--- src/rtl/sys_rst_pkg.sv ---
// Shared types and constants for the system reset controller:
// FSM state encoding, reset-cause bit positions and a small helper.
package sys_rst_pkg;

    typedef enum logic [1:0] {
        ST_ASSERT   = 2'd0,
        ST_RUN      = 2'd1,
        ST_LOCKWAIT = 2'd2
    } rst_state_e;

    localparam int CAUSE_W    = 4;
    localparam int CAUSE_POR  = 0;
    localparam int CAUSE_SYS  = 1;
    localparam int CAUSE_LOCK = 2;
    localparam int CAUSE_EXT  = 3;

    localparam logic [CAUSE_W-1:0] POR_CAUSE = CAUSE_W'(1) << CAUSE_POR;

    function automatic int max_int(input int a, input int b);
        return (a > b) ? a : b;
    endfunction

endpackage

--- src/rtl/rst_hold_timer.sv ---
// Loadable down-counter shared by the reset-hold and lockup-wait phases.
// Load has priority over decrement; the count stops at zero.
module rst_hold_timer #(
    parameter int W = 4
) (
    input  logic         clk,
    input  logic         load,
    input  logic [W-1:0] load_val,
    input  logic         dec,
    output logic         zero
);

    logic [W-1:0] r_count;

    always_ff @(posedge clk) begin
        if (load) begin
            r_count <= load_val;
        end else if (dec && (r_count != '0)) begin
            r_count <= r_count - 1'b1;
        end
    end

    assign zero = (r_count == '0);

endmodule

--- src/rtl/sys_reset_ctrl.sv ---
// Warm-reset controller: turns SYSRESETREQ, sustained LOCKUP or an external
// request into a fixed-width sys_rst_n pulse, with sticky causes and a counter.
module sys_reset_ctrl
    import sys_rst_pkg::*;
#(
    parameter int HOLD_CYCLES    = 16,
    parameter int LOCKUP_TIMEOUT = 32,
    parameter int CNT_W          = 8
) (
    input  logic               HCLK,
    input  logic               HRESETn,
    input  logic               SYSRESETREQ,
    input  logic               LOCKUP,
    input  logic               ext_rst_req,
    input  logic               cause_clr,
    output logic               sys_rst_n,
    output logic               in_reset,
    output logic [CAUSE_W-1:0] rst_cause,
    output logic [CNT_W-1:0]   rst_count
);

    localparam int TMR_W = (max_int(HOLD_CYCLES, LOCKUP_TIMEOUT) > 1)
                         ? $clog2(max_int(HOLD_CYCLES, LOCKUP_TIMEOUT)) : 1;
    localparam logic [TMR_W-1:0] HOLD_LOAD = TMR_W'(HOLD_CYCLES - 1);
    // The RUN edge that first sees LOCKUP counts as sample one, so the wait
    // phase needs two fewer steps than the timeout to fire on the last sample.
    localparam logic [TMR_W-1:0] LOCK_LOAD =
        TMR_W'((LOCKUP_TIMEOUT >= 2) ? (LOCKUP_TIMEOUT - 2) : 0);
    localparam logic LOCK_IMMEDIATE = (LOCKUP_TIMEOUT == 1);

    rst_state_e         r_state;
    rst_state_e         w_state_next;
    logic               r_sys_rst_n;
    logic [CAUSE_W-1:0] r_cause;
    logic [CNT_W-1:0]   r_count;

    logic               w_tmr_load;
    logic [TMR_W-1:0]   w_tmr_val;
    logic               w_tmr_dec;
    logic               w_tmr_zero;
    logic               w_req;
    logic               w_lock_fire;
    logic               w_warm_entry;
    logic [CAUSE_W-1:0] w_new_cause;

    rst_hold_timer #(
        .W (TMR_W)
    ) u_timer (
        .clk      (HCLK),
        .load     (w_tmr_load),
        .load_val (w_tmr_val),
        .dec      (w_tmr_dec),
        .zero     (w_tmr_zero)
    );

    always_comb begin
        w_state_next = r_state;
        w_tmr_load   = 1'b0;
        w_tmr_val    = HOLD_LOAD;
        w_tmr_dec    = 1'b0;
        w_warm_entry = 1'b0;
        w_lock_fire  = 1'b0;
        w_new_cause  = '0;
        w_req        = SYSRESETREQ | ext_rst_req;

        case (r_state)
            ST_ASSERT: begin
                if (w_tmr_zero) begin
                    w_state_next = ST_RUN;
                end else begin
                    w_tmr_dec = 1'b1;
                end
            end
            ST_RUN: begin
                w_lock_fire = LOCK_IMMEDIATE && LOCKUP;
                if (w_req || w_lock_fire) begin
                    w_state_next = ST_ASSERT;
                    w_tmr_load   = 1'b1;
                    w_warm_entry = 1'b1;
                end else if (LOCKUP) begin
                    w_state_next = ST_LOCKWAIT;
                    w_tmr_load   = 1'b1;
                    w_tmr_val    = LOCK_LOAD;
                end
            end
            ST_LOCKWAIT: begin
                w_lock_fire = LOCKUP && w_tmr_zero;
                if (w_req || w_lock_fire) begin
                    w_state_next = ST_ASSERT;
                    w_tmr_load   = 1'b1;
                    w_warm_entry = 1'b1;
                end else if (!LOCKUP) begin
                    w_state_next = ST_RUN;
                end else begin
                    w_tmr_dec = 1'b1;
                end
            end
            default: begin
                w_state_next = ST_ASSERT;
                w_tmr_load   = 1'b1;
            end
        endcase

        if (w_warm_entry) begin
            w_new_cause[CAUSE_SYS]  = SYSRESETREQ;
            w_new_cause[CAUSE_EXT]  = ext_rst_req;
            w_new_cause[CAUSE_LOCK] = w_lock_fire;
        end

        // Power-on reset reloads the hold time regardless of the FSM.
        if (!HRESETn) begin
            w_tmr_load = 1'b1;
            w_tmr_val  = HOLD_LOAD;
            w_tmr_dec  = 1'b0;
        end
    end

    always_ff @(posedge HCLK) begin
        if (!HRESETn) begin
            r_state     <= ST_ASSERT;
            r_sys_rst_n <= 1'b0;
            r_cause     <= POR_CAUSE;
            r_count     <= '0;
        end else begin
            r_state     <= w_state_next;
            r_sys_rst_n <= (w_state_next != ST_ASSERT);
            // New causes win over a simultaneous clear.
            if (w_warm_entry) begin
                r_cause <= (cause_clr ? '0 : r_cause) | w_new_cause;
            end else if (cause_clr && (r_state != ST_ASSERT)) begin
                r_cause <= '0;
            end
            if (w_warm_entry && (r_count != '1)) begin
                r_count <= r_count + 1'b1;
            end
        end
    end

    assign sys_rst_n = r_sys_rst_n;
    assign in_reset  = (r_state == ST_ASSERT);
    assign rst_cause = r_cause;
    assign rst_count = r_count;

endmodule

--- config.mk ---
export PLATFORM = sky130hd
export DESIGN_NAME = sys_reset_ctrl
export DESIGN_NICKNAME = d
export VERILOG_FILES = /design/src/rtl/sys_rst_pkg.sv /design/src/rtl/rst_hold_timer.sv /design/src/rtl/sys_reset_ctrl.sv
export SDC_FILE = /design/constraint.sdc
export NUM_CORES = 1
export LEC_CHECK = 0
export CAP_MARGIN = 20
export CORE_ASPECT_RATIO = 1.1
export CORE_UTILIZATION = 30
export DETAILED_ROUTE_END_ITERATION = 12
export GPL_ROUTABILITY_DRIVEN = 0
export HOLD_SLACK_MARGIN = 0.06
export PLACE_DENSITY = 0.52
export SYNTH_ARGS = -nofsm -noshare
export SYNTH_HDL_FRONTEND = slang
export SYNTH_HIERARCHICAL = 1
export SYNTH_SLANG_ARGS = --single-unit
--- constraint.sdc ---
create_clock -name HCLK -period 3 [get_ports HCLK]
set_input_delay 0.3 -clock HCLK [delete_from_list [all_inputs] [get_ports HCLK]]
set_output_delay 0.3 -clock HCLK [all_outputs]
set_load 0.01 [all_outputs]
==> results of run 1 <==
## final timing paths
check	startpoint	end	slack (ns)	depth (start not counted)
worst max-delay path	u_timer/r_count[0]	u_timer/r_count[2]	0.48	8
worst min-delay path	rst_cause[2]	rst_cause[2]	0.46	2
worst max register to register	u_timer/r_count[0]	u_timer/r_count[2]	0.48	8
worst min register to register	rst_cause[2]	rst_cause[2]	0.46	2
## kinds of logic (layout without fill, tap and decap cells)
logic type / Yosys count / after routing / synth area share [%]
buf+inv: 16 / 35 / 5.55
compound gates: 33 / 33 / 20.4
flops: 20 / 20 / 40.0
fa+ha+maj: 6 / 6 / 6.66
xor+xnor: 3 / 3 / 2.33
mux: 4 / 4 / 3.77
simple gates: 41 / 41 / 21.0
other cells: 1 / 3 / 0.333
## where the power goes
| group | switching (uW) | internal, uW |
|---|---|---|
| clock network | 93.1 | 145 |
| registers | 17.4 | 302 |
| logic | 47.2 | 46.9 |
## sequential cells by signal (all words and copies together), names as in the netlist
| signal | cells |
|---|---|
| rst_count | 8 |
| r_state | 2 |
| sys_rst_n | 1 |
| u_timer/r_count | 5 |
| rst_cause | 4 |
## placed cells by master (no fill, tap or decap), drive strengths merged, types with 2 or more instances in the layout
master,netlist,routed
o31ai,4,4
conb,1,3
nand2b,3,3
clkbuf,3,4
nor3,2,2
o21ai,7,7
o21bai,2,2
o211ai,3,3
and2b,2,2
ha,6,6
nand3,3,3
or4,3,3
dfxtp,15,15
xnor2,2,2
o22ai,2,2
clkdlybuf4s50,0,19
edfxtp,5,5
a211o,2,2
a21boi,4,4
mux2,2,2
nand2,16,16
nor2,2,2
a21oi,3,3
mux2i,2,2
and4,2,2
nor3b,2,2
inv,11,11
## critical path, stage by stage (launching register included)
cell	delay (ns)
edfxtp_1	0.38
inv_1	0.07
ha_1	0.21
nor3b_2	0.17
and2b_2	0.23
a211oi_1	0.39
a21oi_1	0.09
a211o_1	0.39
o21bai_1	0.30
## layer usage
| metal | up-vias | wire length (um) | track usage (%) |
|---|---|---|---|
| met1 | 458 | 1250 | 19.4 |
| met3 | 4 | 81 | 2.35 |
| met5 | - | 0 | 0 |
| met4 | 0 | 38 | 5.97 |
| met2 | 20 | 1050 | 20.2 |
| li1 | 484 | - | - |
## through the flow
stage	worst slack (ns)	hold WS (ns)
floorplan	0.717	0.450
global placement	0.620	0.452
detailed placement	0.502	0.457
CTS	0.497	0.466
global route	0.313	0.484
finish	0.478	0.463
## area by class of cell
class                      instances  area share (%)
timing repair buffer              20            13.7
sequential                        20            31.3
clock buffer                       4            4.60
multi-input combinational         90            43.2
tap                               50            4.34
inverter                          11            2.87
==> metrics.md, run 1 <==
| Metric | Value |
|---|---|
| Synth cell types | `45` |
| WP data arrival | `2.49 ns` |
| Final net count | `158` |
| # setup viols final | `0` |
| Filler cells | `384` |
| Clock Pin Slew Worst Setup and Hold Paths | `0.07 ns` |
| # resized after CTS | `0` |
| Drt via density | `4.95` |
| First-pass GRT wire length | `4.11 mm` |
| Status | `completed` |
| CTS tree | `done` |
| Kind of critical path | `reg -> reg` |
| Worst skew pair latency | `0.26 ns` |
| Synth cell count leaders | `nand2_1 (16), dfxtp_1 (15), inv_1 (11), ha_1 (6)` |
| Final period util | `84.1%` |
| Die area | `4010 sq um` |
| Max capacitance violation total | `0` |
| Finished Layout Cells | `195` |
| Die W | `60.4 um` |
| Main flop type after synthesis | `dfxtp_1` |
| Root buffer cell | `clkbuf_8` |
| Post-Synthesis Cells | `124` |
| Dpl hpwl | `1.79 mm` |
| Pleak | `0.000511 uW` |
| Clock Path Buffers | `2` |
| Vias | `966` |
| Critical Path Source Type | `register` |
| Crit path capture type | `register` |
| Top-area cell type share of the netlist area | `26.6%` |
| Max Clock Freq | `397 MHz` |
| Seq/Total Area, Yosys | `40.0%` |
| Largest net degree at the start of global routing | `18` |
| Area Overhead vs Synth | `27.7%` |
| Fin. Hold Viols | `0` |
| Clock Sinks | `20` |
| Total power | `651 uW` |
| PD cells | `452 nW/um^2` |
| Post-cts hold buffer count | `0` |
| VDD IR max | `0.000134 V` |
| Asr flop ratio synth | `0%` |
| Drt initial violations | `28` |
| Core Footprint | `3630 sq um` |
| #FFs+latches synth | `20` |
| Final Util | `39.7%` |
| Design Area, Final | `1440 sq um` |
| Inserted Diodes | `0` |
| Area of the mapped netlist | `1130 sq um` |
| Sequential cell area | `450 sq um` |
| Vias in the first global route | `905` |
| DRC | `0` |
| RSZ-0062 raised after global routing | `false` |
| Clock Skew | `0.0105 ns` |
| Setup TNS | `0 ns` |
| Synth top area cells | `dfxtp_1 (27%), edfxtp_1 (13%), ha_1 (6.7%)` |
| Multi-input gate area | `622 sq um` |
| EDFF count, synth | `5` |
| Share of layout cells above drive strength 1 | `7.59%` |
| Leading area contributor after synthesis | `dfxtp_1` |
| # H-tree levels | `1` |
| Total Wirelength | `2.42 mm` |
| Total CTS buffers | `3` |
| Max-slew violation count | `0` |
| HP Class | `reg -> reg` |
| Antenna Violating Nets Remaining | `0` |
| Total I/O pin count | `20` |
| Synth Area per Inst | `9.09 sq um` |
| CP Data Required Time | `2.97 ns` |
| Max FO, Critical Path | `9` |
| Wire per inst | `12.4 um` |
| Synth warnings | `6` |
| Placed cell area | `1370 sq um` |
| Die H | `66.3 um` |
| Initial antenna violation count | `0` |
| TritonRoute pass-1 iters | `4` |
| Top-count cell post-synth | `nand2_1` |
| GRT Resource Usage Total | `13.8%` |
| GRT overflow | `0` |
| Post-CTS Setup Bufs | `0` |
| Row cnt | `23` |
| Initial core utilization | `31.1%` |
| Tmin final | `2.52 ns` |
| Placed Instances | `191` |
| IO buf count | `19` |
(Power assumes the default switching activity.)
==> run 2: changes to the inputs <==
==> constraint.sdc (replaced) <==
create_clock -name HCLK -period 2.5 [get_ports HCLK]
set_input_delay 0.25 -clock HCLK [delete_from_list [all_inputs] [get_ports HCLK]]
set_output_delay 0.25 -clock HCLK [all_outputs]
set_load 0.01 [all_outputs]
==> run 2 against run 1 <==
Worst hold slack improved by 0.0091 ns. Non-clock buffer count is 2 higher. Highest routed layer unchanged. Register-to-register slack lost 0.38 ns. Clock skew down 0.0081 ns. First-iteration DRC count grew 82%. Largest power group unchanged. Fmax grew 5.1%. Clock power fell by 8%.
==> metrics.md, run 2 (synthesis results as in run 1) <==
| Metric | Value |
|---|---|
| Status | `completed` |
| Final period util | `96.0%` |
| Reg2reg path depth | `8` |
| Pre-CTS setup slack | `-0.0123 ns` |
| Setup WS post-layout | `0.101 ns` |
| Final Util | `40.1%` |
| Largest net degree at the start of global routing | `18` |
| Filler cells | `385` |
| Inserted Diodes | `0` |
| VDD IR max | `0.000176 V` |
| IO buf count | `19` |
| Setup TNS | `0 ns` |
| Slowest stage cell, crit path | `a211o_2` |
| Cell family with most CP delay | `compound AO/OA/AOI/OAI gates` |
| Kind of critical path | `reg -> reg` |
| Wire per inst | `12.7 um` |
| Total I/O pin count | `20` |
| HP Class | `reg -> reg` |
| GRT overflow | `0` |
| Die H | `66.3 um` |
| Pleak | `0.000510 uW` |
| Fin. Hold Viols | `0` |
| Final net count | `160` |
| Clock Sinks | `20` |
| Drt via density | `4.99` |
| RSZ-0062 raised after global routing | `true` |
| Most frequent cells in the layout | `clkdlybuf4s50_1 (19), nand2_1 (16), dfxtp_1 (15)` |
| Post-cts hold buffer count | `0` |
| Share of layout cells above drive strength 1 | `10.9%` |
| Total power | `719 uW` |
| # setup viols final | `0` |
| Die W | `60.4 um` |
| Vias | `983` |
| Antenna Violating Nets Remaining | `0` |
| FF-to-FF Start | `u_timer/r_count[0]` |
| WHS | `0.472 ns` |
| Crit path from | `u_timer/r_count[0]` |
| Max FO, Critical Path | `9` |
| Initial core utilization | `31.1%` |
| Area Overhead vs Synth | `28.9%` |
| Row cnt | `23` |
| Crit path buf inv count | `1` |
| Max capacitance violation total | `0` |
| Clock Pin Slew Worst Setup and Hold Paths | `0.07 ns` |
| Root buffer cell | `clkbuf_8` |
| CTS tree | `done` |
| Critical Path Source Type | `register` |
| Min-delay src | `rst_cause[2]` |
| Max FFs per register | `8` |
| Drt initial violations | `51` |
| Most common cell after layout, fill and taps aside | `clkdlybuf4s50_1` |
| Max Clock Freq | `417 MHz` |
| Critical path, cell by cell | `inv_1, ha_1, nor3b_2, and2b_2, a211oi_2, a21oi_1, a211o_2, o21bai_2` |
| Crit path capture type | `register` |
| WP data arrival | `2.39 ns` |
| Dpl hpwl | `1.80 mm` |
| Initial antenna violation count | `0` |
| # H-tree levels | `1` |
| Worst skew pair latency | `0.25 ns` |
| Core Footprint | `3630 sq um` |
| PD cells | `495 nW/um^2` |
| CP max stage delay | `0.39 ns` |
| Die area | `4010 sq um` |
| Min-Delay Path Depth | `2` |
| WP depth | `8` |
| Multi-input gate area | `641 sq um` |
| Vias in the first global route | `882` |
| DRC | `0` |
| Clock Path Buffers | `2` |
| CP Data Required Time | `2.49 ns` |
| Clock Skew | `0.00239 ns` |
| GRT Resource Usage Total | `14.3%` |
| Sequential cell area | `450 sq um` |
| Tmin final | `2.40 ns` |
| Total CTS buffers | `3` |
| Total Wirelength | `2.50 mm` |
| Max-slew violation count | `0` |
| First-pass GRT wire length | `4.22 mm` |
| TritonRoute pass-1 iters | `5` |
[run 2: routing by layer]
metal | GRT usage [%] | vias to the layer above | wire length [um]
met2 | 20.2 | 30 | 1110
met5 | 0 | - | 0
li1 | - | 493 | -
met4 | 6.82 | 0 | 33
met1 | 20.3 | 456 | 1220
met3 | 2.94 | 4 | 134
[run 2: what timing repair did]
item | 4_1_cts | 5_1_grt
setup endpoints to repair | 5 | 12
hold endpoints to repair | 0 | 0
pin swaps | 0 | 1
gates resized for setup | 1 | 4
buffers inserted | 0 | 2
[run 2: cell type report]
cell class                 instances  share of cell area (%)
multi-input combinational         90                    44.1
sequential                        20                    31.0
timing repair buffer              22                    14.6
tap                               50                    4.31
clock buffer                       4                    3.10
inverter                          11                    2.84
[run 2: worst paths after layout]
| path | slack, ns | end |
|---|---|---|
| hold / removal | 0.47 | rst_cause[2] |
| setup reg to reg | 0.10 | u_timer/r_count[3] |
| setup / recovery | 0.10 | u_timer/r_count[3] |
| hold reg to reg | 0.47 | rst_cause[2] |
[run 2: tightest hold or removal path: stages (launching register included)]
cell and delay (ns):
dfxtp_1 0.32, nand2_1 0.05, o21ai_0 0.06
[run 2: stage by stage]
stage / area, sq um / cells
6_report: 1450 / 197
5_1_grt: 1450 / 197
4_1_cts: 1420 / 195
3_5_place_dp: 1370 / 191
3_3_place_gp: 1370 / 191
2_1_floorplan: 1130 / 126
[run 2: power by group]
| group | leakage (uW) | total, uW | switching [uW] | internal [uW] |
|---|---|---|---|---|
| clock network | 0.0000228 | 219 | 105 | 113 |
| registers | 0.000172 | 382 | 20.1 | 362 |
| logic | 0.000315 | 119 | 59.9 | 58.7 |
==> run 3: changes to the inputs <==
--- a/config.mk
+++ b/config.mk
@@ -8,6 +8,7 @@
 export CAP_MARGIN = 20
 export CORE_ASPECT_RATIO = 1.1
 export CORE_UTILIZATION = 30
+export CTS_CLUSTER_SIZE = 28
 export DETAILED_ROUTE_END_ITERATION = 12
 export GPL_ROUTABILITY_DRIVEN = 0
 export HOLD_SLACK_MARGIN = 0.06
==> results of run 3 <==
No change in the layout: final DEF, timing and power equal those of run 2.
==> RTL edit (config.mk and constraints of run 1) <==
Set the package constant `CAUSE_W` to 6 (it was 4).
--- a/src/rtl/sys_rst_pkg.sv
+++ b/src/rtl/sys_rst_pkg.sv
@@ -8,7 +8,7 @@
         ST_LOCKWAIT = 2'd2
     } rst_state_e;
 
-    localparam int CAUSE_W    = 4;
+    localparam int CAUSE_W    = 6;
     localparam int CAUSE_POR  = 0;
     localparam int CAUSE_SYS  = 1;
     localparam int CAUSE_LOCK = 2;
Interface: changed (resized rst_cause); port bits go from 20 to 22. No check against the original RTL was run, so the function may have changed too.
==> RTL edit against run 1 <==
Die area up 1.5%. Area after synthesis increased by 1.6%. Combinational power grew 2.6%. Clock skew shrank 0.0089 ns. Final area is 0.61% lower. Sequential cell count unchanged. Total power fell by 9.1%. Wire length increased by 2.3%. Worst setup slack improved by 0.19 ns. Highest routed layer unchanged.
==> RTL edit: results <==
group,metric,value,unit
routing,detail_route.iter0.violations,21,
placement,dp_slack,0.6693,ns
power,power_report.internal_total,442.5,uW
synthesis,synth_common_cells,"15 x dfxtp_1, 13 x nand2_1, 9 x inv_1",
sta,timing.hold.ws,0.4645,ns
global_route,grt_first_pass_wirelength,4257,um
synthesis,synth_top_cells_by_area,"dfxtp_1 26%, edfxtp_1 13%, ha_1 6.6%, nand2_1 4.3%, a21oi_1 3.5%",
placement,hpwl_after_detailed_placement,1854,um
power,leakage,0.0005035,uW
cells_and_area,nNetsFinal,160,
outcome,outcome,"finished clean",
global_route,first_global_vias,944,
power,comb_power,96.5,uW
global_route,global_route.usage.total,14.05,%
synthesis,syn_avg_cell_area,9.086,um2
setup_path,crit_slowest_cell,"edfxtp_1",
placement,post-place-cells,193,
routing,routedWlPerCell,12.54,um
power,net-switching-power,149.1,uW
synthesis,synth_sequential_area_ratio,39.34,%
sta,clock_skews,0.001614,ns
global_route,grt_max_degree,19,
cells_and_area,proportion_of_layout_cells_with_a_drive_suffix_above_1,10.20,%
setup_path,timing.critical_path.arrival,2.31,ns
routing,via_count_of_the_routed_design,969,
power,p_clk_share,30.2,%
power,power.ir.vdd_worst,0.1408,mV
placement,post_dp_cell_area,1386,um2
[RTL edit: routing by layer]
| metal | global-route usage (%) | vias up | wire length (um) |
|---|---|---|---|
| li1 | - | 493 | - |
| met1 | 17.86 | 462 | 1120 |
| met2 | 23.49 | 12 | 1267 |
| met3 | 2.330 | 2 | 63 |
| met4 | 5.114 | 0 | 19 |
| met5 | 0 | - | 0 |
[RTL edit: cell type report]
class                   instances  area, um2
repair buffers                 21      205.2
inverters                       9      33.78
flip-flops and latches         20      450.4
multi-input cells              93      634.4
well taps                      50      62.56
clock buffers                   4      45.04
fillers                       394       2223
[RTL edit: logic make-up after synthesis]
group           Yosys count  synth area share (%)
buf+inv                  16                 6.229
fa+ha+maj                 6                 6.557
compound gates           35                 21.31
mux                       3                 2.841
flops                    20                 39.34
other cells               2                0.6560
simple gates             41                 20.77
xor+xnor                  3                 2.296
